`src/rtl/pll_recfg_pkg.sv`:
```
// Shared types and PLL management-port constants for the PLL reconfiguration sequencer.
package pll_recfg_pkg;

   typedef enum logic [2:0] {
      OP_UP         = 3'd0,
      OP_DOWN       = 3'd1,
      OP_REAPPLY    = 3'd2,
      OP_AUTO_START = 3'd3,
      OP_SET        = 3'd4
   } op_e;

   typedef enum logic [2:0] {
      S_IDLE,
      S_WRITE,
      S_PRST,
      S_SETTLE,
      S_LOCKWAIT
   } state_e;

   localparam logic [5:0] ADDR_START = 6'd0;
   localparam logic [5:0] ADDR_APPLY = 6'd2;
   localparam logic [5:0] ADDR_N     = 6'd3;
   localparam logic [5:0] ADDR_M     = 6'd4;
   localparam logic [5:0] ADDR_C     = 6'd5;
   localparam logic [5:0] ADDR_K     = 6'd7;
   localparam logic [5:0] ADDR_BW    = 6'd8;
   localparam logic [5:0] ADDR_CP    = 6'd9;

   localparam logic [31:0] N_BYPASS = 32'h0001_0000;
   localparam logic [31:0] CP_VAL   = 32'd1;
   localparam logic [31:0] BW_VAL   = 32'd7;

endpackage

```
`src/rtl/pll_sync2.sv`:
```
// Two-flop synchroniser for the asynchronous PLL lock indication; 2-cycle latency, no backpressure.
module pll_sync2 (
   input  logic CLK_50M,
   input  logic RESET,
   input  logic d,
   output logic q
);

   logic meta;

   always_ff @(posedge CLK_50M) begin
      if (RESET) begin
         meta <= 1'b0;
         q    <= 1'b0;
      end else begin
         meta <= d;
         q    <= meta;
      end
   end

endmodule

```
`src/rtl/pll_recfg_seq.sv`:
```
// Programs one frequency-table row into the PLL, pulses PLL reset and waits for lock (first write 1 cycle after accept).
// Commands are only accepted while idle (cmd_ready = ~busy); mgmt_waitrequest stalls the current write slot.
module pll_recfg_seq
   import pll_recfg_pkg::*;
#(
   parameter int ENTRIES      = 38,
   parameter int NUM_C        = 1,
   parameter int GAP          = 8,
   parameter int LOCK_TIMEOUT = 5000000,
   localparam int PW          = $clog2(ENTRIES)
) (
   input  logic                  CLK_50M,
   input  logic                  RESET,
   input  logic                  cmd_valid,
   output logic                  cmd_ready,
   input  logic [2:0]            cmd_op,
   input  logic [PW-1:0]         cmd_idx,
   input  logic                  auto_pass,
   output logic [PW-1:0]         tbl_idx,
   input  logic [31:0]           tbl_m,
   input  logic [31:0]           tbl_k,
   input  logic [32*NUM_C-1:0]   tbl_c,
   output logic [5:0]            mgmt_address,
   output logic [31:0]           mgmt_writedata,
   output logic                  mgmt_write,
   input  logic                  mgmt_waitrequest,
   input  logic                  pll_locked,
   output logic                  pll_reset,
   output logic                  busy,
   output logic                  done,
   output logic                  lock_err,
   output logic [PW-1:0]         pos,
   output logic                  auto,
   output logic                  auto_end
);

   localparam int W  = 7 + NUM_C;
   localparam int WW = $clog2(W);
   localparam int CW = $clog2(GAP);
   localparam logic [PW-1:0] LAST = PW'(ENTRIES - 1);

   state_e          state, state_nx;
   logic [WW-1:0]   widx, widx_nx;
   logic [CW-1:0]   cnt, cnt_nx;
   logic            issued, issued_nx;
   logic [31:0]     tmo, tmo_nx;
   logic [PW-1:0]   pos_nx;
   logic            auto_nx, lock_err_nx, done_nx, auto_end_nx;
   logic            start;
   logic            locked_s;
   logic [5:0]      wr_addr;
   logic [31:0]     wr_data;

   pll_sync2 u_lock_sync (
      .CLK_50M (CLK_50M),
      .RESET   (RESET),
      .d       (pll_locked),
      .q       (locked_s)
   );

   assign busy           = (state != S_IDLE);
   assign cmd_ready      = ~busy;
   assign pll_reset      = (state == S_PRST);
   assign tbl_idx        = pos;
   assign mgmt_address   = mgmt_write ? wr_addr : 6'd0;
   assign mgmt_writedata = mgmt_write ? wr_data : 32'd0;

   // Write list: START, M, K, N bypass, C counters, CP, BW, APPLY.
   always_comb begin
      wr_addr = ADDR_APPLY;
      wr_data = '0;
      case (int'(widx))
         0: wr_addr = ADDR_START;
         1: begin wr_addr = ADDR_M; wr_data = tbl_m; end
         2: begin wr_addr = ADDR_K; wr_data = tbl_k; end
         3: begin wr_addr = ADDR_N; wr_data = N_BYPASS; end
         default: begin
            if (int'(widx) == W - 3) begin
               wr_addr = ADDR_CP;
               wr_data = CP_VAL;
            end else if (int'(widx) == W - 2) begin
               wr_addr = ADDR_BW;
               wr_data = BW_VAL;
            end else if (int'(widx) < W - 3) begin
               wr_addr = ADDR_C;
               for (int i = 0; i < NUM_C; i++)
                  if (int'(widx) == 4 + i) wr_data = tbl_c[32*i +: 32];
            end
         end
      endcase
   end

   always_comb begin
      state_nx    = state;
      widx_nx     = widx;
      cnt_nx      = cnt;
      issued_nx   = issued;
      tmo_nx      = tmo;
      pos_nx      = pos;
      auto_nx     = auto;
      lock_err_nx = lock_err;
      done_nx     = 1'b0;
      auto_end_nx = 1'b0;
      start       = 1'b0;
      mgmt_write  = 1'b0;
      case (state)
         S_IDLE: begin
            // A command in the same cycle as auto_pass takes priority.
            if (cmd_valid) begin
               case (cmd_op)
                  OP_UP: if (pos < LAST) begin
                     pos_nx = pos + 1'b1; auto_nx = 1'b0; start = 1'b1;
                  end
                  OP_DOWN: if (pos != '0) begin
                     pos_nx = pos - 1'b1; auto_nx = 1'b0; start = 1'b1;
                  end
                  OP_REAPPLY: begin
                     auto_nx = 1'b0; start = 1'b1;
                  end
                  OP_AUTO_START: begin
                     pos_nx = '0; auto_nx = 1'b1; start = 1'b1;
                  end
                  OP_SET: if (int'(cmd_idx) < ENTRIES) begin
                     pos_nx = cmd_idx; auto_nx = 1'b0; start = 1'b1;
                  end
                  default: ;
               endcase
            end else if (auto && auto_pass) begin
               if (pos < LAST) begin
                  pos_nx = pos + 1'b1;
                  start  = 1'b1;
               end else begin
                  auto_nx     = 1'b0;
                  auto_end_nx = 1'b1;
               end
            end
            if (start) begin
               state_nx    = S_WRITE;
               widx_nx     = '0;
               issued_nx   = 1'b0;
               lock_err_nx = 1'b0;
            end
         end
         S_WRITE: begin
            // Slot timing starts only once the write has actually gone out.
            if (!issued) begin
               if (!mgmt_waitrequest) begin
                  mgmt_write = 1'b1;
                  issued_nx  = 1'b1;
                  cnt_nx     = CW'(1);
               end
            end else if (cnt == CW'(GAP - 1)) begin
               issued_nx = 1'b0;
               if (widx == WW'(W - 1)) begin
                  state_nx = S_PRST;
                  cnt_nx   = '0;
               end else begin
                  widx_nx = widx + 1'b1;
               end
            end else begin
               cnt_nx = cnt + 1'b1;
            end
         end
         S_PRST: begin
            if (cnt == CW'(GAP - 1)) begin
               state_nx = S_SETTLE;
               cnt_nx   = '0;
            end else begin
               cnt_nx = cnt + 1'b1;
            end
         end
         S_SETTLE: begin
            if (cnt == CW'(GAP - 1)) begin
               state_nx = S_LOCKWAIT;
               tmo_nx   = '0;
            end else begin
               cnt_nx = cnt + 1'b1;
            end
         end
         S_LOCKWAIT: begin
            if (locked_s) begin
               state_nx = S_IDLE;
               done_nx  = 1'b1;
            end else if (tmo == 32'(LOCK_TIMEOUT - 1)) begin
               state_nx    = S_IDLE;
               done_nx     = 1'b1;
               lock_err_nx = 1'b1;
            end else if (tmo != '1) begin
               tmo_nx = tmo + 1'b1;
            end
         end
         default: state_nx = S_IDLE;
      endcase
   end

   always_ff @(posedge CLK_50M) begin
      if (RESET) begin
         state    <= S_IDLE;
         widx     <= '0;
         cnt      <= '0;
         issued   <= 1'b0;
         tmo      <= '0;
         pos      <= '0;
         auto     <= 1'b0;
         lock_err <= 1'b0;
         done     <= 1'b0;
         auto_end <= 1'b0;
      end else begin
         state    <= state_nx;
         widx     <= widx_nx;
         cnt      <= cnt_nx;
         issued   <= issued_nx;
         tmo      <= tmo_nx;
         pos      <= pos_nx;
         auto     <= auto_nx;
         lock_err <= lock_err_nx;
         done     <= done_nx;
         auto_end <= auto_end_nx;
      end
   end

endmodule

```
`config.mk`:
```
export PLATFORM = sky130hd
export DESIGN_NAME = pll_recfg_seq
export DESIGN_NICKNAME = d
export VERILOG_FILES = /design/src/rtl/pll_recfg_pkg.sv /design/src/rtl/pll_sync2.sv /design/src/rtl/pll_recfg_seq.sv
export SDC_FILE = /design/constraint.sdc
export NUM_CORES = 1
export LEC_CHECK = 0
export CAP_MARGIN = 5
export CELL_PAD_IN_SITES_DETAIL_PLACEMENT = 1
export CELL_PAD_IN_SITES_GLOBAL_PLACEMENT = 2
export CORE_UTILIZATION = 23
export DETAILED_ROUTE_END_ITERATION = 8
export PLACE_DENSITY_LB_ADDON = 0.25
export SYNTH_ARGS = -nofsm -noshare
export SYNTH_HDL_FRONTEND = slang
export SYNTH_SLANG_ARGS = --single-unit
```
`constraint.sdc`:
```
create_clock -name CLK_50M -period 2.8 [get_ports CLK_50M]
set_clock_uncertainty 0.15 [all_clocks]
set_input_delay 0.56 -clock CLK_50M [delete_from_list [all_inputs] [get_ports CLK_50M]]
set_output_delay 0.56 -clock CLK_50M [all_outputs]
set_load 0.03 [all_outputs]
```
Yosys cells after proc, flatten, opt, wreduce, memory -nomap -nowiden --
Cells that the tools add are included.
Cells by class: $add $sub $neg 5, bitwise logic cells 4, reduce and logical (&&, ||, !) cells 22, eq/ne operators 39, mux-type cells 70, magnitude comparators 3
Operators by type and width (count):
- $mux 32 | 9
- $pmux 32 s4 | 1
- $pmux 32 s2 | 1
- $mux 3 | 19
- $mux 6 | 6
- $add 32x1->32 const B | 1
- $eq 32x23->1 const B | 1
- $ne 32x32->1 const B | 1
- $pmux 6 s4 | 1
- $mux 1 | 23
- $ne 2x2->1 const B | 11
- $eq 3x2->1 const B | 7
- $eq 3x3->1 const B | 6
- $pmux 4 s4 | 1
- $pmux 3 s5 | 1
- $reduce_and 5->1 | 3
- $reduce_and 7->1 | 2
- $lt 6x6->1 const B | 2
- $ne 3x3->1 const B | 4
- $eq 3x1->1 const B | 3
- $logic_not 3->1 | 3
- $pmux 3 s3 | 1
- $mux 4 | 2
- $reduce_and 4->1 | 2
- other kinds (21) | 32
Storage, ports and cells: input bits 111, register bits 54

Depth between registers and ports, before layout --
depth after elaboration 7, mapped depth 9

By module --
Synthesis repeated with hierarchy kept, for this count alone.
Second synthesis, totals: cells, all modules 542, area total of the unflattened synthesis 4012.6 µm²
By module, submodules not included:
- pll_recfg_seq | times used 1, area an instance 3960.0 µm², seq. area each 1041.0 µm², cells an instance 538
- pll_sync2 | times used 1, area an instance 52.6 µm², seq. area each 40.0 µm², cells an instance 4

Worst setup path after synthesis --
Ideal clock, no wire load.
kind flip-flop to output port, from reg widx[2], to out mgmt_writedata[11], required time 2090 ps, arrival 2293 ps, cell stages (with the launch flop) 10, path slack -203 ps, cell sequence dfxtp_1 > clkbuf_1 > inv_1 > ha_1 > nand2b_1 > nor2_1 > clkbuf_1 > clkbuf_1 > a222oi_1 > nor2_1
On the way: word-level cells in the longest chain between the ends 7, elaborated cells between the ends (all ways) 14, those cells by class 1 x order compare; 6 x eq/ne; 6 x mux; 1 x reduce/logical
Ends and longest elaborated chain:
- start, declared | line pll_recfg_seq.sv:43 | logic [WW-1:0] widx, widx_nx;
- start signal, assigned | line pll_recfg_seq.sv:210 | widx <= widx_nx;
- branches (longest 5 deep; another with $lt 3x3->1)
- $pmux 32 s4 * | line pll_recfg_seq.sv:72 | case (int'(widx))
- $mux 32 * | line pll_recfg_seq.sv:66 | assign mgmt_writedata = mgmt_write ? wr_data : 32'd0;
- end, declared | line pll_recfg_seq.sv:24 | output logic [31:0] mgmt_writedata,
Mark *: on every way between the ends.

Worst setup path in the final report --
from reg widx[0], to out mgmt_writedata[11]
The elaborated chain is that of the path after synthesis.

==> impl_metrics.yaml <==
status:
  status: "complete, no violations"
logic_synthesis:
  ys.flop_type: "dfxtp_1"
  synth.largest_area_cell: "dfxtp_1"
  yosys-top-cells-area: "dfxtp_1 27%, a222oi_1 7.4%, nor2_1 6.4%, a21oi_1 5.5%, nand2_1 3.8%"
  yosysSeqAreaShare: 0.265
  synth-edff-count: 0
  synth-async-reset-ratio: 0
  syn_inst: 533
  synth_warnings: 0
  yosysUniqueCellTypes: 68
  syn_area_sq_mm: 0.00408
  ys_ff_latch: 54
  yosysTopAreaCellShare: 0.265
  synth.avg_cell_area_sq_um: 7.65
detailed_routing:
  drt_wl_total_um: 17200
  vias: 4897
  ant_nets: 0
  drt_iter0_drc: 230
  via_per_inst: 5.21
  avgRoutedWirePerCell_um: 18.3
  drc_errors: 0
  firstDrtPassIters: 6
timing:
  setup_viol: 0
  drv_slew: 0
  hold_viol: 0
  tightest_slew_ps: 664
  finalCritPeriodShare: 0.985
  period_minus_slack_ps: 2760
  rsz0062_at_grt: "yes"
  hold_ws_ps: 308
  max_freq_ghz: 0.363
  max_slew_margin: 0.556
job:
  drv_cap: 0
critical_path:
  cp_data_arrival_time_ps: 2050
  required_ps: 2090
  crit_fanout: 10
  critPathLaunchType: "flop"
  path_cells: "inv_4, ha_4, nor2b_4, buf_12, buf_12, a222oi_1, nor2_2, buf_4"
  end_kind: "output pin"
  crit_family: "buffers and inverters"
  path_class: "flop to output pin"
  critPathSlowestCell: "a222oi_1"
  worst-path-buf-inv: 4
  slowest_delay_ps: 420
  critPathMostFrequentCell: "buf_12"
pwr:
  intPower_w: 0.00161
  p_clk_frac: 0.267
  ir_worst_vdd_mv: 0.266
  pwr-share-seq: 0.345
  switching_share: 0.336
  switchingPower_w: 0.000816
  p_comb_frac: 0.388
  p_per_area_mw_per_mm2: 370
  p_leak_nw: 2.35
floorplanning:
  die-area_sq_mm: 0.0183
  die_w_um: 135
  coreArea_sq_mm: 0.0173
  rows: 48
  start_util: 0.236
  chipHeight_um: 135
  io_pins: 169
clock_tree:
  cts_tree: "yes"
  htree_levels: 2
  cts-root-buf: "clkbuf_16"
  cts.sinks: 54
  cts_max_path_buffers: 2
  clk_pin_slew_ps: 70
  cts_inserted_buffers: 5
  cts-hold-fix-buffers: 0
  clkLatencyLatePin_ps: 290
grt:
  antenna_found_initial: 3
  grt_pass1_vias: 5021
  grt.overflow.total: 0
  globalRouteTotalUtil: 0.180
  grt_max_degree: 33
  grt_pass1_wl_um: 26300
placement:
  port_buffers: 166
  place_hpwl_um: 12900
  dpl-instance-area_sq_mm: 0.00610
  place_congestion: 0.839
layout:
  nNetsFinal: 834
  area_growth_pct: 61.1
  postLayoutCoreUtil: 0.380
  stdcell_area_sq_mm: 0.00657
  fillers: 2065
  drive_gt1_frac: 0.212
min_path:
  hp-class: "flop to flop"
state kept, by name (all words and copies together) (netlist names):
| register | count |
|---|---|
| u_lock_sync.q | 1 |
| lock_err | 1 |
| issued | 1 |
| auto_end | 1 |
| done | 1 |
| state | 3 |
| u_lock_sync.meta | 1 |
| pos | 6 |
| widx | 3 |
| auto | 1 |
| cnt | 3 |
| tmo | 32 |
metal layers:
metal / up-vias / routed length (um) / GRT usage
met4: 0 / 388 / 0.0593
met2: 150 / 8520 / 0.323
met1: 2358 / 7250 / 0.215
met5: - / 0 / 0
met3: 20 / 1060 / 0.0323
li1: 2369 / - / -
area by class of cell:
type                    instances  area [sq um]  share of cell area
diodes                          3          7.51             0.00114
clock buffers                   7           143              0.0217
clock inverters                 1          5.00            0.000762
inverters                      19          73.8              0.0112
multi-input cells             421          2880               0.438
flip-flops and latches         54          1090               0.166
well taps                     225           282              0.0429
repair buffers                210          2090               0.318
what timing repair did:
| action | CTS | global route |
|---|---|---|
| buffers inserted | 1 | 4 |
| endpoints found under the hold margin | 0 | 0 |
| pin swaps | 3 | 11 |
| gates cloned | 2 | 1 |
| gates resized for setup | 17 | 30 |
| setup endpoints to repair | 29 | 40 |
through the flow:
stage | power (W) | worst slack (ps) | instances | setup TNS [ps]
3_3_place_gp | 0.00174 | 84.7 | 921 | 0
6_report | 0.00243 | 41.7 | 940 | 0
4_1_cts | 0.00242 | 8.93 | 932 | 0
3_5_place_dp | 0.00175 | 15.2 | 921 | 0
2_1_floorplan | 0.00133 | -29.4 | 534 | -583
5_1_grt | 0.00255 | -53.5 | 940 | -186
path summary, 6_finish.rpt:
check / start / endpoint / slack, ps / cells past startpoint
max: widx[0] / mgmt_writedata[11] / 40 / 8
max reg2reg: tmo[10] / tmo[22] / 190 / 6
min reg2reg: u_lock_sync.meta / u_lock_sync.q / 310 / 1
min: u_lock_sync.meta / u_lock_sync.q / 310 / 1
layout by cell type, fill, tap and decap left out, drive strengths merged, types with 3 or more instances in the layout:
master | synthesis | final
a2111o | 3 | 3
a211oi | 9 | 9
a21o | 3 | 3
a21oi | 45 | 45
a222oi | 30 | 30
a22oi | 4 | 4
a31o | 3 | 3
and2 | 5 | 5
and3 | 8 | 8
and4 | 4 | 4
buf | 11 | 78
clkbuf | 29 | 9
clkdlybuf4s50 | 0 | 128
dfxtp | 54 | 54
diode | 0 | 3
ha | 12 | 12
inv | 19 | 19
mux2i | 7 | 7
nand2 | 41 | 41
nand2b | 14 | 14
nand3 | 16 | 16
nand4 | 10 | 10
nor2 | 70 | 70
nor2b | 8 | 8
nor3 | 11 | 11
nor4 | 6 | 6
o211ai | 5 | 5
o21a | 3 | 3
o21ai | 26 | 26
o22ai | 3 | 3
o31ai | 4 | 4
o41ai | 3 | 3
or2 | 6 | 6
or3 | 16 | 16
or4 | 9 | 9
xnor2 | 10 | 10
Yosys cell counts, drive strengths merged (9+ instances only):
master / count
buf: 11
a211oi: 9
nor3: 11
a21oi: 45
a222oi: 30
o21ai: 26
nand4: 10
or4: 9
nand2: 41
inv: 19
ha: 12
nand2b: 14
clkbuf: 29
or3: 16
xnor2: 10
nand3: 16
dfxtp: 54
nor2: 70
power groups by stage:
stage	Clock, W	Combinational [W]	Sequential, W
after floorplan	0	0.000478	0.000849
after global placement	0	0.000894	0.000845
after detailed placement	0	0.000901	0.000846
after CTS	0.000668	0.000918	0.000831
after global routing	0.000683	0.00102	0.000843
final	0.000647	0.000941	0.000837
cells by family after synthesis:
group                      Yosys count  synth area share
buffers and inverters               59            0.0706
muxes                                8            0.0200
and+or+nand+nor                    231             0.301
DFF                                 54             0.265
AOI/OAI and AO/OA                  156             0.280
other                                1          0.000920
adders and majority gates           12            0.0368
xor gates and xnor gates            12            0.0258
Power figures use the tool's default switching activity.
